$ cat config.mk
export PLATFORM = sky130hd
export DESIGN_NAME = suspi_pkt_tx
export DESIGN_NICKNAME = d
export VERILOG_FILES = /design/src/rtl/suspi_pkt_tx.sv
export SDC_FILE = /design/constraint.sdc
export NUM_CORES = 1
export LEC_CHECK = 0
export CAP_MARGIN = 40
export CORE_MARGIN = 5
export CORE_UTILIZATION = 55
export CTS_CLUSTER_SIZE = 16
export DETAILED_ROUTE_END_ITERATION = 8
export GPL_ROUTABILITY_DRIVEN = 0
export MAX_ROUTING_LAYER = met4
export PLACE_DENSITY = 0.84
export SYNTH_ARGS = -nofsm -noshare
export SYNTH_HDL_FRONTEND = slang
export SYNTH_SLANG_ARGS = --single-unit
$ cat constraint.sdc
create_clock -name bb_clk_in -period 4.48 [get_ports bb_clk_in]
set_clock_uncertainty 0.15 [all_clocks]
set_input_delay 0.896 -clock bb_clk_in [delete_from_list [all_inputs] [get_ports bb_clk_in]]
set_output_delay 0.896 -clock bb_clk_in [all_outputs]
set_load 0.02 [all_outputs]
$ cat src/rtl/suspi_pkt_tx.sv
// suspi_pkt_tx -- SUSPI link response packet transmitter.
//
// On an accepted start pulse it sends one packet on DATA:
//   MARKER, flag, length[15:8], length[7:0], payload[0..length-1], crc[15:8], crc[7:0]
// Each byte goes out as an 11-bit frame: start 0, 8 data bits LSB first,
// odd parity (~^byte), stop 1. Bit timing comes from a CLK_DIV clock-enable
// divider on bb_clk_in. CRC is CRC-16/CCITT (0x1021, init FFFF, MSB first)
// over header and payload bytes.
//
// Ports:
//   bb_clk_in, rst_l         system clock / async active-low reset
//   start, flag, length      packet request (flag/length sampled on accept)
//   len_err                  1-cycle pulse: start rejected, length > MAX_LEN
//   rd_req, rd_addr          payload fetch request, held until rd_rdy
//   rd_rdy, rd_data          fetch acknowledge with data in the same cycle
//   DATA                     serial line, idle high, registered
//   busy, done               packet in flight / 1-cycle end-of-packet pulse
module suspi_pkt_tx #(
  parameter int         CLK_DIV = 12,
  parameter logic [7:0] MARKER  = 8'hB6,
  parameter int         MAX_LEN = 2047,
  parameter int         AW      = 11
) (
  input  logic          bb_clk_in,
  input  logic          rst_l,
  input  logic          start,
  input  logic [7:0]    flag,
  input  logic [15:0]   length,
  output logic          len_err,
  output logic          rd_req,
  output logic [AW-1:0] rd_addr,
  input  logic          rd_rdy,
  input  logic [7:0]    rd_data,
  output logic          DATA,
  output logic          busy,
  output logic          done
);
  localparam int DW = $clog2(CLK_DIV);

  typedef enum logic [1:0] {IDLE, HDR, PAY, CRC} state_t;

  typedef struct packed {
    logic [7:0]  flag;
    logic [15:0] len;
  } pkt_req_t;

  state_t        state;
  pkt_req_t      req_q;
  logic [DW-1:0] div_cnt;
  logic [3:0]    bit_idx;   // bit of the current frame now on DATA
  logic [10:0]   frame;     // bit 0 = start bit
  logic [15:0]   fidx;      // packet byte index of the frame on the line
  logic [15:0]   crc;
  logic [7:0]    hold;      // one-byte payload prefetch register
  logic          hold_vld;
  logic          stall;     // underrun: stretched stop, divider parked

  function automatic logic [15:0] crc_upd(input logic [15:0] c, input logic [7:0] b);
    logic [15:0] r;
    r = c ^ {b, 8'h00};
    for (int i = 0; i < 8; i++)
      r = r[15] ? ({r[14:0], 1'b0} ^ 16'h1021) : {r[14:0], 1'b0};
    return r;
  endfunction

  function automatic logic [10:0] mk_frame(input logic [7:0] b);
    return {1'b1, ~^b, b, 1'b0};
  endfunction

  logic [15:0] nxt_idx;
  logic [7:0]  nxt_byte;
  logic        nxt_pay, last_frame, bit_end, frame_end;

  // Selects the byte for the frame after the current one.
  always_comb begin
    nxt_idx    = fidx + 16'd1;
    nxt_pay    = (nxt_idx >= 16'd4) && (nxt_idx < req_q.len + 16'd4);
    last_frame = (fidx == req_q.len + 16'd5);
    bit_end    = (div_cnt == DW'(CLK_DIV - 1));
    frame_end  = stall || (bit_end && bit_idx == 4'd10);
    nxt_byte   = crc[7:0];
    if (nxt_idx == 16'd1)                    nxt_byte = req_q.flag;
    else if (nxt_idx == 16'd2)               nxt_byte = req_q.len[15:8];
    else if (nxt_idx == 16'd3)               nxt_byte = req_q.len[7:0];
    else if (nxt_pay)                        nxt_byte = hold;
    else if (nxt_idx == req_q.len + 16'd4)   nxt_byte = crc[15:8];
  end

  always_ff @(posedge bb_clk_in or negedge rst_l) begin
    if (!rst_l) begin
      state    <= IDLE;
      req_q    <= '0;
      DATA     <= 1'b1;
      busy     <= 1'b0;
      done     <= 1'b0;
      len_err  <= 1'b0;
      rd_req   <= 1'b0;
      rd_addr  <= '0;
      div_cnt  <= '0;
      bit_idx  <= '0;
      frame    <= '1;
      fidx     <= '0;
      crc      <= '1;
      hold     <= '0;
      hold_vld <= 1'b0;
      stall    <= 1'b0;
    end else begin
      done    <= 1'b0;
      len_err <= 1'b0;
      if (state == IDLE) begin
        if (start) begin
          if (length > 16'(MAX_LEN)) begin
            len_err <= 1'b1;
          end else begin
            req_q.flag <= flag;
            req_q.len  <= length;
            crc        <= crc_upd(16'hFFFF, MARKER);
            frame      <= mk_frame(MARKER);
            DATA       <= 1'b0;           // marker start bit goes out now
            fidx       <= '0;
            div_cnt    <= '0;
            bit_idx    <= '0;
            rd_addr    <= '0;
            hold_vld   <= 1'b0;
            stall      <= 1'b0;
            busy       <= 1'b1;
            state      <= HDR;
          end
        end
      end else if (frame_end) begin
        if (last_frame) begin
          state <= IDLE;
          busy  <= 1'b0;
          done  <= 1'b1;
          DATA  <= 1'b1;
        end else if (nxt_pay && !hold_vld) begin
          // Payload byte not here yet: keep the line at stop level and
          // re-evaluate every cycle with the divider parked.
          stall   <= 1'b1;
          div_cnt <= '0;
        end else begin
          frame   <= mk_frame(nxt_byte);
          DATA    <= 1'b0;
          fidx    <= nxt_idx;
          div_cnt <= '0;
          bit_idx <= '0;
          stall   <= 1'b0;
          if (nxt_idx < req_q.len + 16'd4) crc <= crc_upd(crc, nxt_byte);
          if (nxt_pay) hold_vld <= 1'b0;
          // Frame k (k >= 3) prefetches payload byte k-3 for the next frame.
          if (nxt_idx >= 16'd3 && nxt_idx < req_q.len + 16'd3) rd_req <= 1'b1;
          state   <= (nxt_idx < 16'd4) ? HDR : (nxt_pay ? PAY : CRC);
        end
      end else if (bit_end) begin
        div_cnt <= '0;
        bit_idx <= bit_idx + 4'd1;
        DATA    <= frame[bit_idx + 4'd1];
      end else begin
        div_cnt <= div_cnt + 1'b1;
      end

      if (rd_req && rd_rdy) begin
        hold     <= rd_data;
        hold_vld <= 1'b1;
        rd_req   <= 1'b0;
        if (rd_addr != AW'(req_q.len - 16'd1)) rd_addr <= rd_addr + 1'b1;
      end
    end
  end
endmodule

; ---- Yosys cells after proc, flatten, opt, wreduce, memory -nomap -nowiden
; Cells that the tools add are included.
[word_totals]
input_bits = 36
elab_cells = 185
out_inout_bits = 16
ff_bits = 103
[op_classes]
magnitude_cmp = 7
n_mux = 92
add_sub_neg = 8
n_reduce_logical = 28
n_eq_ne = 23
bitwise = 10
[op_table]
columns = operator, count
row1 = $mux W16, 13
row2 = $mux W11, 11
row3 = $mux W13, 8
row4 = $mux W4, 11
row5 = $mux W8, 5
row6 = $mux W1, 36
row7 = $add A16 B3 Y16 const B, 2
row8 = $eq A16 B16 Y1, 2
row9 = $eq A16 B2 Y1 const B, 2
row10 = $lt A16 B16 Y1, 2
row11 = $not A3 Y3, 8
row12 = $add A16 B1 Y16 const B, 1
row13 = $add A16 B2 Y16 const B, 1
row14 = $eq A16 B1 Y1 const B, 1
row15 = $ge A16 B2 Y1 const B, 1
row16 = $ge A16 B3 Y1 const B, 1
row17 = $gt A16 B11 Y1 const B, 1
row18 = $lt A16 B3 Y1 const B, 1
row19 = $reduce_and A4 Y1, 4
row20 = $xor A16 B16 Y16, 1
row21 = $reduce_and A5 Y1, 3
row22 = $mux W2, 7
row23 = $ne A3 B2 Y1 const B, 4
row24 = $reduce_and A6 Y1, 2
row25 = other kinds (21), 40

; ---- Logic depth before layout (Yosys ltp)
[depth]
depth_word = 29
ltp_mapped = 18
depth_no_buf = 17

; ---- Worst setup path before layout
; No wires, ideal clock.
[synth_path]
kind = register -> register
startpoint = reg fidx[0]
endpoint = reg crc[5]
t_arrival_ns = 4.267
required_ns = 4.257
path_buffers = 1
setup_time_ns = 0.073
setup_slack_ns = -0.010
stages_incl_launch_ff = 18
period_less_slack_ns = 4.490
path_cell_list = dfrtp_1 -> ha_1 -> buf_2 -> nand3_2 -> nor3_1 -> xor2_1 -> ha_1 -> and4_1 -> nand3_1 -> and4bb_2 -> o221ai_4 -> mux2_1 -> o211ai_1 -> o21ai_2 -> xor2_2 -> xnor3_1 -> xnor2_1 -> a21oi_1
[synth_via]
elab_chain_len = 20
elab_cells_between_ends = 35
classes_between = add/sub: 1 / order compare: 2 / eq/ne: 7 / mux: 18 / bitwise: 3 / reduce/logical: 4
[synth_rtl]
columns = element, line_no
row1 = from (decl), 52  ; logic [15:0] fidx;
row2 = from (signal assigned), 144  ; fidx <= nxt_idx;
row3 = $add A16 B1 Y16, 76  ; nxt_idx = fidx + 16'd1;
row4 = $ge A16 B3 Y1 (tied with other cells), 77  ; nxt_pay = (nxt_idx >= 16'd4) && (nxt_idx < req_q.len + 16'd4);
row5 = $logic_and A1 B1 Y1 / $mux W8 (equally long branches), "77, 86"
row6 = $mux W8, 85  ; else if (nxt_pay) nxt_byte = hold;
row7 = $mux W8, 84  ; else if (nxt_idx == 16'd3) nxt_byte = req_q.len[7:0];
row8 = $mux W8, 83  ; else if (nxt_idx == 16'd2) nxt_byte = req_q.len[15:8];
row9 = $mux W8, 82  ; if (nxt_idx == 16'd1) nxt_byte = req_q.flag;
row10 = $xor A16 B16 Y16, 60  ; r = c ^ {b, 8'h00};
row11 = $mux W13 (5 in a row), 62  ; r = r[15] ? ({r[14:0], 1'b0} ^ 16'h1021) : {r[14:0], 1'b0};
row12 = $not A3 Y3 (no line), -
row13 = $mux W13, 62
row14 = $mux W16, 148  ; if (nxt_idx < req_q.len + 16'd4) crc <= crc_upd(crc, nxt_byte);
row15 = $mux W16, 136  ; end else if (nxt_pay && !hold_vld) begin
row16 = $mux W16, 131  ; if (last_frame) begin
row17 = $mux W16, 130  ; end else if (frame_end) begin
row18 = $mux W16, 110  ; if (state == IDLE) begin
row19 = to (signal assigned), 117  ; crc <= crc_upd(16'hFFFF, MARKER);
row20 = to (signal assigned), 148
row21 = to (decl), 53  ; logic [15:0] crc;
; Parallel ways exist; a longest one is shown, timed or not. The select of a mux whose other input is x is not followed.
; A chain may end at the register's enable or synchronous reset.

; ---- Worst setup path after layout
[layout_path]
startpoint = reg fidx[6]
endpoint = reg crc[8]
[layout_via]
elab_chain_len = 19
elab_cells_between_ends = 31
classes_between = add/sub: 1 / order compare: 2 / eq/ne: 7 / mux: 15 / bitwise: 2 / reduce/logical: 4
[layout_rtl]
columns = element, line_no
row1 = $add A16 B1 Y16, 76
row2 = $ge A16 B3 Y1 (tied with other cells), 77
row3 = $logic_and A1 B1 Y1 / $mux W8 (equally long branches), "77, 86"
row4 = $mux W8, 85
row5 = $mux W8, 84
row6 = $mux W8, 83
row7 = $mux W8, 82
row8 = $xor A16 B16 Y16, 60
row9 = $not A3 Y3 (no line), -
row10 = $mux W13 (5 in a row), 62
row11 = $mux W16, 148
row12 = $mux W16, 136
row13 = $mux W16, 131
row14 = $mux W16, 130
row15 = $mux W16, 110
; Parallel ways exist; a longest one is shown, timed or not. The select of a mux whose other input is x is not followed.

==> results.sh <==
export IMPL_ys_ff_latch=102
export IMPL_fin_crit_sh_pct=100
export IMPL_synth_cell_area_sq_mm=0.00787
export IMPL_seq_area_frac_synth_pct=32.9
export IMPL_cp_end_kind="register"
export IMPL_drc=0
export IMPL_holdWs_ns=0.273
export IMPL_rows=43
export IMPL_critPathKind="reg2reg"
export IMPL_placed_cell_area_sq_mm=0.00893
export IMPL_routed_via_density=6.30
export IMPL_antenna_left=0
export IMPL_synth_distinct_cells=87
export IMPL_max_freq_mhz=223
export IMPL_p_int_mw=4.54
export IMPL_path_max_fanout=7
export IMPL_p_total_mw=8.35
export IMPL_hold_violations=0
export IMPL_grt_max_degree=59
export IMPL_antenna_found_initial=0
export IMPL_avgSynthCellArea_sq_um=9.22
export IMPL_powerDensity_mw_per_mm2=873
export IMPL_worstHoldPathType="in2async"
export IMPL_dieArea_sq_mm=0.0168
export IMPL_cts_tree="yes"
export IMPL_fin_ws_ns=-0.00585
export IMPL_port_buffers=51
export IMPL_maxCapViolations=0
export IMPL_cts_buffers=9
export IMPL_netlist_instances=853
export IMPL_chipWidth_um=130
export IMPL_p_leak_nw=4.16
export IMPL_synth_edf_count=0
export IMPL_root_buffer="clkbuf_16"
export IMPL_core_area_sq_mm=0.0139
export IMPL_ys_flop_type="dfrtp_1"
export IMPL_nets=1032
export IMPL_slew_headroom_pct=55.6
export IMPL_grt_total_usage_pct=27.5
export IMPL_yosys_warnings=0
export IMPL_worstPathArrival_ns=4.63
export IMPL_ctsHoldBuffers=0
export IMPL_outcome="finished with violations"
export IMPL_slew_viol_final=0
export IMPL_die_y_um=130
export IMPL_rsz0062_at_grt="true"
export IMPL_area_delta_synth_final_pct=21.4
export IMPL_start_util_pct=56.5
export IMPL_syn_nets=931
export IMPL_grt_ovfl_total=0
export IMPL_sw_frac_of_total_pct=45.6
export IMPL_cts_buffer_depth=2
export IMPL_drt_first_pass_iters=5
export IMPL_num_vias=7175
export IMPL_routed_wirelength_mm=22.4
export IMPL_power_frac_comb_pct=71.2
export IMPL_cts_sinks=102
export IMPL_cts_htree_levels=3
export IMPL_p_seq_share_pct=18.8
export IMPL_drtIter0Drc=896
export IMPL_tightest_slew_ns=0.655
export IMPL_setup_viol_count_final=2
export IMPL_final_area_sq_mm=0.00955
export IMPL_dpl_hpwl_mm=15.7
export IMPL_drive_above_1_share_pct=24.6
export IMPL_grt_first_pass_wirelength_mm=35.3
export IMPL_nFillCells=960
export IMPL_n_antenna_cell=0
export IMPL_start_kind="register"
export IMPL_finalCriticalPeriod_ns=4.49
export IMPL_power_switching_mw=3.81
export IMPL_violations="negative setup slack"
export IMPL_ioPinCount=52
export IMPL_cts_clk_slew_worst_paths_ns=0.08
export IMPL_clock_latency_ns=0.37
export IMPL_ir_drop_uv=881
export IMPL_cp_required_ns=4.62
export IMPL_grt_pass1_vias=6799
export IMPL_post_drt_wl_per_cell_um=19.7
export IMPL_async_flop_share_pct=100
export IMPL_clockPowerShare_pct=9.9
-- power by group through the flow --
stage	Sequential (mW)	Clock, mW	Combinational, mW
6_report	1.57	0.830	5.95
5_1_grt	1.60	0.867	6.34
4_1_cts	1.55	0.825	5.53
3_5_place_dp	1.57	0	5.29
3_3_place_gp	1.55	0	5.11
2_1_floorplan	1.51	0	3.94
-- metrics by stage --
step	TNS (ns)	instances	utilization (%)	setup WS (ns)
3_3_place_gp	0	1106	63.9	0.0576
6_report	-0.00822	1139	68.6	-0.00585
3_5_place_dp	-0.813	1107	64.1	-0.168
2_1_floorplan	0	853	-	0.0203
4_1_cts	0	1131	67.2	0.00762
5_1_grt	-0.776	1139	68.6	-0.185
-- logic make-up after synthesis --
kind of cell | synth area share (%)
buffers and inverters | 4.21
xor gates and xnor gates | 13.4
adders and majority gates | 6.68
and+or+nand+nor | 18.4
DFF | 32.9
AOI/OAI and AO/OA | 17.5
muxes | 6.84
-- timing repair --
action                                  4_1_cts  5_1_grt
gates cloned                                  0        0
resized for setup                            14       26
endpoints found under the setup margin       11       30
pin swaps                                     8       21
endpoints found under the hold margin         0        0
setup buffers                                 8        8
-- routing by layer --
| layer | GRT usage (%) | wire (um) | vias to the layer above |
|---|---|---|---|
| li1 | - | - | 3262 |
| met1 | 37.5 | 9430 | 3477 |
| met2 | 41.6 | 10400 | 361 |
| met3 | 4.16 | 1850 | 75 |
| met4 | 10.5 | 804 | 0 |
| met5 | - | 0 | - |
-- cell usage in the layout (no fill, tap or decap), types with 14 or more instances in the layout --
cell              n
xnor2_1          56
xor2_1           31
clkdlybuf4s50_1  50
dfstp_2          27
a21oi_1          24
mux2_2           27
dfrtp_1          74
nand3_1          15
inv_1            23
buf_4            87
nand4_1          14
ha_1             40
nand2_1          97
o21ai_0          58
nor3_1           15
nor2_1           63
-- flip-flops by register name, summed over array words and instances, names as in the netlist --
register  flops
hold_vld      1
bit_idx       4
stall         1
len_err       1
hold          8
fidx         16
state         2
div_cnt       4
crc          16
done          1
frame        10
rd_addr      11
DATA          1
busy          1
req_q        24
rd_req        1
-- synth_stat cells (7+ instances only) --
cell / instances / area (sq um)
o211ai_1: 7 / 52.6
xor2_1: 34 / 298
nand4_1: 14 / 87.6
nor3_1: 19 / 95.1
a31oi_1: 7 / 43.8
mux2_2: 28 / 315
a21o_1: 10 / 75.1
dfrtp_1: 75 / 1880
o21ai_0: 58 / 290
mux2i_1: 14 / 140
nand3_1: 16 / 80.1
dfstp_2: 27 / 709
o31ai_1: 14 / 105
nor4_1: 7 / 43.8
and3_1: 11 / 68.8
xnor2_1: 60 / 526
o21a_1: 12 / 90.1
a21oi_1: 27 / 135
nand2_1: 97 / 364
inv_1: 23 / 86.3
nor2_1: 66 / 248
or2_2: 7 / 43.8
buf_2: 19 / 95.1
clkbuf_1: 24 / 90.1
ha_1: 42 / 526
nor2b_1: 10 / 62.6
-- worst max-delay path: stages, from the launching register on --
cell,delay [ns]
dfrtp_1,0.42
and4_1,0.29
nand3_2,0.13
nor3_4,0.27
xor2_2,0.21
ha_1,0.28
and4_4,0.21
nand3_4,0.09
and4bb_2,0.26
o221ai_4,0.22
buf_12,0.17
mux2_4,0.31
o211ai_1,0.24
o21ai_2,0.16
xor2_2,0.22
xnor3_2,0.45
xnor2_2,0.16
o21ai_1,0.15
-- worst paths after layout --
| kind | from | end | slack (ns) | cells past startpoint |
|---|---|---|---|---|
| max in group asynchronous | rst_l | crc[14] | 3.24 | 2 |
| max | fidx[6] | crc[8] | -0.006 | 17 |
| min in group bb_clk_in | frame[3] | frame[3] | 0.32 | 2 |
| max reg2reg | fidx[6] | crc[8] | -0.006 | 17 |
| min reg2reg | frame[3] | frame[3] | 0.32 | 2 |
| min | rst_l | len_err | 0.27 | 1 |
-- area by class of cell --
cell class,count,area (sq um),share of cell area (%)
multi-input cells,678,5140,53.8
flip-flops and latches,102,2590,27.1
repair buffers,140,1210,12.7
clock buffers,13,283,2.96
well taps,180,225,2.36
inverters,23,86.3,0.904
clock inverters,3,22.5,0.236
Note: power is estimated with default switching activity, not from simulation.
==> RTL edit (same flow settings) <==
Re-encode `state_t` (4 states) as one-hot, 4 bits wide.
--- a/src/rtl/suspi_pkt_tx.sv
+++ b/src/rtl/suspi_pkt_tx.sv
@@ -37,7 +37,7 @@
 );
   localparam int DW = $clog2(CLK_DIV);
 
-  typedef enum logic [1:0] {IDLE, HDR, PAY, CRC} state_t;
+  typedef enum logic [3:0] {IDLE = 4'b0001, HDR = 4'b0010, PAY = 4'b0100, CRC = 4'b1000} state_t;
 
   typedef struct packed {
     logic [7:0]  flag;
Check against the original RTL: no difference found for any inputs over 10 cycles, from zero or initial values and one cycle with rst_l low; not proved beyond that.
==> RTL edit against the original RTL <==
Sequential cell count up 2. Worst setup slack better by 0.25 ns. Power down 30%. Final area down 7.5%. Wire length fell by 12%. Synthesized area decreased by 2.1%. Critical path type unchanged.
==> RTL edit: results (changes against the original RTL) <==
| Metric | Value |
|---|---|
| Multi-input gate count | 677 (was 678) |
| Iteration-0 DRC count of the detailed router | 596 (was 896) |
| Largest net degree at the start of global routing | 63 (was 59) |
| Multiplexer share of the synthesized area | 0.0528 (was 0.0684) |
| Post-synthesis xor/xnor area fraction | 0.137 (was 0.134) |
| Synthesized net count | 943 (was 931) |
| Post-Syn Area per Cell | 8.92 µm² (was 9.22 µm²) |
| Routed len/inst | 18.1 µm (was 19.7 µm) |
| Final WS setup | 0.243 ns (was -0.00585 ns) |
| Number of global-route vias before repair | 6433 (was 6799) |
| PwrDens | 660 nW/µm² (was 873 nW/µm²) |
| Final wirelength | 19700 µm (was 22400 µm) |
| Synth Cell Area | 7700 µm² (was 7870 µm²) |
| Clock buffers | 9 (was 13) |
| Post-CTS sizing | 0 (was 14) |
| Post-Synth Adder-Cell Area | 0.0711 (was 0.0668) |
| Max incr delay on CP | 0.43 ns (was 0.45 ns) |
| #FFs+latches synth | 104 (was 102) |
| Cell variety after synth | 76 (was 87) |
| Final-layout non-clock buffer area share | 0.0858 (was 0.127) |
| Worst VDD drop | 0.665 mV (was 0.881 mV) |
| DP Wirelength | 14400 µm (was 15700 µm) |
| Register area share after synthesis | 0.342 (was 0.329) |
| Wire length on met3 | 1460 µm (was 1850 µm) |
| Layout cell share with drive strength beyond 1 | 0.155 (was 0.246) |
| Top post-synthesis cells by count | nand2_1, dfrtp_1, xnor2_1 (was nand2_1, dfrtp_1, nor2_1) |
| Via density | 6.10 (was 6.30) |
| Slew @ Worst Pin | 0.628 ns (was 0.655 ns) |
| Fillers | 1096 (was 960) |
| CP max stage cell | or3_4 (was xnor3_2) |
| Final nets | 980 (was 1032) |
| Seq/total area | 0.299 (was 0.271) |
| Status | completed (was complete, but fails checks) |
| Synth Area in Compound Gates | 0.160 (was 0.175) |
| Port buffer count | 51 (unchanged) |
| Global router's overall resource usage | 0.256 (was 0.275) |
| Inverters | 29 (was 23) |
| Leakage | 3.81 nW (was 4.16 nW) |
| Post-Place Cells | 1070 (was 1107) |
| Pre-CTS setup slack | 0.126 ns (was -0.168 ns) |
| Met3 Usage GRT | 0.0311 (was 0.0416) |
| Placed Instance Area | 8470 µm² (was 8930 µm²) |
| GR Util met1 | 0.357 (was 0.375) |
| Met2 usage | 0.385 (was 0.416) |
| Synth area leaders | dfrtp_1, dfstp_2, xnor2_1 (was dfrtp_1, dfstp_2, ha_1) |
| Global-route wire length before repair | 32900 µm (was 35300 µm) |
| Non-clk bufs | 80 (was 140) |
| Fraction of area in multi-input gates | 0.542 (was 0.538) |
| CP Max Fanout | 13 (was 7) |
| Clock buf/inv share | 0.0352 (was 0.0320) |
==> RTL edit: final timing paths <==
kind | from | endpoint | slack [ns] | cells past startpoint
max | req_q[2]$_DFFE_PN0P_ | crc[13]$_DFFE_PN1P_ | 0.24 | 18
min | rst_l | rd_addr[5]$_DFF_PN0_ | 0.23 | 1
max reg2reg | req_q[2]$_DFFE_PN0P_ | crc[13]$_DFFE_PN1P_ | 0.24 | 18
min reg2reg | frame[9]$_DFFE_PN1P_ | frame[9]$_DFFE_PN1P_ | 0.32 | 2
max in group asynchronous | rst_l | crc[9]$_DFFE_PN1P_ | 3.03 | 3
min in group bb_clk_in | frame[9]$_DFFE_PN1P_ | frame[9]$_DFFE_PN1P_ | 0.32 | 2
==> RTL edit: power breakdown <==
group	switching [W]	internal [W]
Clock	0.000396	0.000445
Sequential	0.000283	0.00130
Combinational	0.00183	0.00158
Total	0.00251	0.00333
